<file path="config.mk">
export PLATFORM = sky130hd
export DESIGN_NAME = fetch_stage
export DESIGN_NICKNAME = d
export VERILOG_FILES = /design/src/rtl/cpu_pkg.sv /design/src/rtl/if_id_reg.sv /design/src/rtl/fetch_stage.sv
export SDC_FILE = /design/constraint.sdc
export NUM_CORES = 1
export LEC_CHECK = 0
export BUFFER_PORTS_ARGS = -buffer_cell sky130_fd_sc_hd__buf_2
export CAP_MARGIN = 20
export CORE_MARGIN = 3
export CORE_UTILIZATION = 43
export CTS_CLUSTER_SIZE = 20
export DETAILED_ROUTE_END_ITERATION = 10
export PLACE_DENSITY_LB_ADDON = 0.1
export SETUP_SLACK_MARGIN = 0.2
export SLEW_MARGIN = 5
export SYNTH_ARGS = -nofsm -noshare
export SYNTH_HDL_FRONTEND = slang
export SYNTH_SLANG_ARGS = --single-unit
</file>
<file path="constraint.sdc">
create_clock -name clk -period 1.8 [get_ports clk]
set_input_delay 0.18 -clock clk [delete_from_list [all_inputs] [get_ports clk]]
set_output_delay 0.18 -clock clk [all_outputs]
set_load 0.05 [all_outputs]
</file>
<file path="src/rtl/cpu_pkg.sv">
// Shared CPU definitions: opcodes, instruction field layout and the fetch FSM state type.
package cpu_pkg;

  localparam int INSTR_W = 16;
  localparam int REG_W   = 3;
  localparam int OPC_W   = 4;

  localparam int OPC_LSB = 12;
  localparam int W_LSB   = 9;
  localparam int R1_LSB  = 6;
  localparam int R2_LSB  = 3;

  localparam logic [OPC_W-1:0]   OP_NOP    = 4'd0;
  localparam logic [OPC_W-1:0]   OP_HALT   = 4'd15;
  localparam logic [INSTR_W-1:0] NOP_INSTR = {OP_NOP, {(INSTR_W-OPC_W){1'b0}}};

  typedef enum logic {
    FETCH_RUN,
    FETCH_HALTED
  } fetch_state_e;

  function automatic logic [OPC_W-1:0] opcode_of(input logic [INSTR_W-1:0] instr);
    return instr[OPC_LSB +: OPC_W];
  endfunction

endpackage

</file>
<file path="src/rtl/if_id_reg.sv">
// IF/ID pipeline register: flush beats hold, hold beats load.
module if_id_reg
  import cpu_pkg::*;
#(
  parameter int PC_W = 8
) (
  input  logic               clk,
  input  logic               rst,
  input  logic               i_flush,
  input  logic               i_hold,
  input  logic [INSTR_W-1:0] i_instr,
  input  logic [PC_W-1:0]    i_pc,
  input  logic               i_valid,
  output logic [INSTR_W-1:0] o_instr,
  output logic [PC_W-1:0]    o_pc,
  output logic               o_valid
);

  logic [INSTR_W-1:0] r_instr;
  logic [PC_W-1:0]    r_pc;
  logic               r_valid;

  // NOTE: registers are written with <= so every flop samples pre-edge values.
  always_ff @(posedge clk) begin
    if (rst) begin
      r_instr <= NOP_INSTR;
      r_pc    <= '0;
      r_valid <= 1'b0;
    end else if (i_flush) begin
      // A flushed slot keeps its old pc; only the instruction and valid bit matter.
      r_instr <= NOP_INSTR;
      r_valid <= 1'b0;
    end else if (!i_hold) begin
      r_instr <= i_instr;
      r_pc    <= i_pc;
      r_valid <= i_valid;
    end
  end

  assign o_instr = r_instr;
  assign o_pc    = r_pc;
  assign o_valid = r_valid;

endmodule

</file>
<file path="src/rtl/fetch_stage.sv">
// Instruction fetch: owns the PC, the RUN/HALTED fetch FSM, the stall counter and the IF/ID register.
module fetch_stage
  import cpu_pkg::*;
#(
  parameter int              PC_W     = 8,
  parameter logic [PC_W-1:0] RESET_PC = '0,
  parameter int              CNT_W    = 16
) (
  input  logic               clk,
  input  logic               rst,
  input  logic               stall,
  input  logic               branch_taken,
  input  logic [PC_W-1:0]    branch_target,
  output logic [PC_W-1:0]    imem_addr,
  input  logic [INSTR_W-1:0] imem_data,
  output logic [INSTR_W-1:0] id_instr,
  output logic [OPC_W-1:0]   id_opcode,
  output logic [REG_W-1:0]   id_w,
  output logic [REG_W-1:0]   id_r1,
  output logic [REG_W-1:0]   id_r2,
  output logic [PC_W-1:0]    id_pc,
  output logic               id_valid,
  output logic               halted,
  output logic [CNT_W-1:0]   stall_cycles
);

  fetch_state_e       r_state;
  fetch_state_e       w_state_next;
  logic [PC_W-1:0]    r_pc;
  logic [PC_W-1:0]    w_pc_next;
  logic [CNT_W-1:0]   r_stall_cnt;
  logic               w_running;
  logic               w_fetch_halt;
  logic [INSTR_W-1:0] w_load_instr;

  assign w_running    = (r_state == FETCH_RUN);
  assign w_fetch_halt = (opcode_of(imem_data) == OP_HALT);

  // NOTE: defaults first, so every path assigns every output and no latch is inferred.
  always_comb begin
    w_state_next = r_state;
    w_pc_next    = r_pc;
    if (branch_taken) begin
      w_pc_next    = branch_target;
      w_state_next = FETCH_RUN;
    end else if (!stall && w_running) begin
      // A fetched HALT parks the PC on itself.
      if (w_fetch_halt) begin
        w_state_next = FETCH_HALTED;
      end else begin
        w_pc_next = r_pc + PC_W'(1);
      end
    end
  end

  always_ff @(posedge clk) begin
    if (rst) begin
      r_state <= FETCH_RUN;
      r_pc    <= RESET_PC;
    end else begin
      r_state <= w_state_next;
      r_pc    <= w_pc_next;
    end
  end

  always_ff @(posedge clk) begin
    if (rst) begin
      r_stall_cnt <= '0;
    end else if (stall && !branch_taken && (r_stall_cnt != '1)) begin
      r_stall_cnt <= r_stall_cnt + CNT_W'(1);
    end
  end

  // Once halted, each unstalled edge shifts a bubble in behind the HALT.
  assign w_load_instr = w_running ? imem_data : NOP_INSTR;

  if_id_reg #(
    .PC_W(PC_W)
  ) u_if_id (
    .clk     (clk),
    .rst     (rst),
    .i_flush (branch_taken),
    .i_hold  (stall),
    .i_instr (w_load_instr),
    .i_pc    (r_pc),
    .i_valid (w_running),
    .o_instr (id_instr),
    .o_pc    (id_pc),
    .o_valid (id_valid)
  );

  assign imem_addr    = r_pc;
  assign id_opcode    = id_instr[OPC_LSB +: OPC_W];
  assign id_w         = id_instr[W_LSB +: REG_W];
  assign id_r1        = id_instr[R1_LSB +: REG_W];
  assign id_r2        = id_instr[R2_LSB +: REG_W];
  assign halted       = (r_state == FETCH_HALTED);
  assign stall_cycles = r_stall_cnt;

endmodule

</file>
==> impl_results.md <==
- Setup crit end kind: flop
- Area Growth Syn to Fin: 38.1%
- CTS tree: done
- Largest net degree at the start of global routing: 27
- Fmax: 605 MHz
- Core Footprint: 4940 um2
- Worst setup SP type: flop
- Post-synth EDFFs: 0
- Mapped Nets: 301
- Post-DR vias/cell: 5.25
- Initial core utilization: 46.6%
- GR Util All Layers: 18.6%
- Die Width: 79.2 um
- Routability cong.: 0.744
- Required @ worst endpoint: 2.04 ns
- Seq/Total Area, Yosys: 43.5%
- Netlist cell types: 39
- RSZ-0062 raised after global routing: yes
- Status: complete, no violations
- Final WL: 6070 um
- Syn_area_per_cell: 8.49 um2
- Pwr/cell area: 689 nW/um2
- Maximum VDD drop: 0.000569 V
- Die H: 79.2 um
- Fraction of layout cells with a size suffix above 1: 45.8%
- Ports: 91
- Post-route insts no fill: 436
- Most frequent cells in the layout: buf_2 (92), dfxtp_1 (34), buf_4 (27)
- Via count: 2287
- Clock Latency Late Sink: 0.31 ns
- DR WL/cell: 13.9 um
- Total CTS buffers: 5
- Worst-Margin Slew: 0.491 ns
- Antenna Violating Nets Remaining: 0
- Tcrit/Tclk final: 91.8%
- Initial antenna violation count: 0
- Final setup vio count: 0
- Most common cell after layout, fill and taps aside: buf_2
- Final core occ: 64.3%
- Gr ovfl total: 0
- Final slew viol count: 0
- CTS root buf: clkbuf_8
- Clock sinks: 50
- Power after layout: 2.19 mW
- N_diodes: 0
- CTS H-tree depth: 2
- Tmin final: 1.65 ns
- Clock Skew: 0.00792 ns
- CP arrival: 1.89 ns
- Final hold violations: 0
- Leakage power: 1.40 nW
- Placed Area: 2860 um2
- Max_cap viols: 0
- Synthesized cell area: 2300 um2
- # placed instances: 407
- Max Fanout on Critical Path: 6
- CTS max path bufs: 2
- Min-delay worst type: input pin to flop
- Max-slew headroom: 67.1%
- Nets@finish: 398
- Clock Pin Slew Worst Setup and Hold Paths: 0.09 ns
- Detailed router's first-iteration violation count: 104
- Mapped Cells: 271
- Port bufs: 90
- TNS Setup: 0 ns
- DP HPWL: 4170 um
- Remaining routing DRC violations: 0
- Post-synth ARST share: 0%
- First-pass GRT wire length: 9470 um
- Finished Cell Area: 3180 um2
- Prevailing post-synth register cell: dfxtp_1
- DRT Pass-1 Iters: 4
- DIE AREA: 6260 um2
- Synth warnings: 0
- CP Class: flop to flop
- Synth Register Bits: 50
- Vias in the first global route: 1994
- Rows: 25
==> synth_stat cells (2+ instances only) <==
master	instances	area share, %
xor2_1	3	1.1
dfxtp_1	50	44
ha_1	2	1.1
a2111oi_0	2	0.76
or2_2	2	0.54
nand2_1	13	2.1
and4_1	5	1.9
or3_1	3	0.82
o21ai_0	11	2.4
o31ai_1	8	2.6
buf_2	3	0.65
a21oi_1	26	5.7
nand4_1	7	1.9
o21a_1	6	2.0
inv_1	9	1.5
nor2b_1	6	1.6
nor3_1	5	1.1
clkbuf_1	14	2.3
a22oi_1	16	5.2
xnor2_1	4	1.5
nand3b_1	2	0.65
nor2_1	25	4.1
buf_4	13	4.2
nor4_1	4	1.1
mux2_2	3	1.5
or4_1	7	2.3
buf_1	2	0.33
a21boi_0	2	0.65
nand3_1	8	1.7
==> cells by family (layout without fill, tap and decap cells) <==
| logic type | after synthesis | in the layout | share of synthesized area, % |
|---|---|---|---|
| XOR/XNOR | 7 | 7 | 2.66 |
| flip-flops | 50 | 50 | 43.5 |
| AO/OA/AOI/OAI | 75 | 75 | 20.6 |
| adder cells (fa/ha/maj) | 2 | 2 | 1.09 |
| buffers and inverters | 41 | 139 | 8.97 |
| AND/OR/NAND/NOR | 93 | 93 | 21.7 |
| multiplexers | 3 | 3 | 1.47 |
==> timing repair <==
item,in CTS,in global routing
setup buffers,12,7
hold buffers,0,0
cloned,1,1
setup endpoints to repair,12,11
pin swaps,5,6
gates resized for setup,4,14
==> path summary, 6_finish.rpt <==
check	depth (start not counted)	endpoint	slack (ns)	start
setup / recovery	4	stall_cycles[7]	0.15	stall_cycles[5]
hold reg to reg	2	u_if_id.o_valid	0.47	u_if_id.o_valid
setup reg to reg	4	stall_cycles[7]	0.15	stall_cycles[5]
hold / removal	3	u_if_id.o_instr[2]	0.1	imem_data[2]
==> flip-flops by register name (all words and copies together), names as in the netlist <==
signal and cells:
halted 1, imem_addr 8, stall_cycles 16, u_if_id.o_pc 8, u_if_id.o_instr 16, u_if_id.o_valid 1
==> power by group <==
group | internal (mW) | switching [mW]
combinational | 0.107 | 0.262
sequential | 1.12 | 0.0336
clock | 0.274 | 0.388
==> metal layers <==
layer | share of wire (%) | vias up | track usage (%)
met5 | 0 | - | 0
met1 | 43 | 1055 | 23.7
met4 | 1.3 | 0 | 5.67
met2 | 50 | 61 | 31.4
met3 | 5.3 | 8 | 4.20
li1 | - | 1163 | -
==> cell type report <==
| type | instances | area [um2] |
|---|---|---|
| fillers | 453 | 1770 |
| multi-input cells | 180 | 1220 |
| flip-flops and latches | 50 | 1050 |
| repair buffers | 122 | 697 |
| well taps | 67 | 83.8 |
| clock buffers | 5 | 68.8 |
| inverters | 9 | 33.8 |
| clock inverters | 3 | 21.3 |
==> critical path: stages (launching register included) <==
cell	delay [ns]
dfxtp_4	0.38
nand4_1	0.13
or3_4	0.45
or4_1	0.49
a21oi_1	0.13
==> per-stage QoR <==
stage | hold WS [ns] | worst slack (ns)
3_5_place_dp | 0.419 | 0.0946
5_1_grt | 0.102 | 0.0985
2_1_floorplan | 0.324 | 0.0818
6_report | 0.0979 | 0.148
3_3_place_gp | 0.409 | 0.139
4_1_cts | 0.0984 | 0.154
Power figures use the tool's default switching activity.
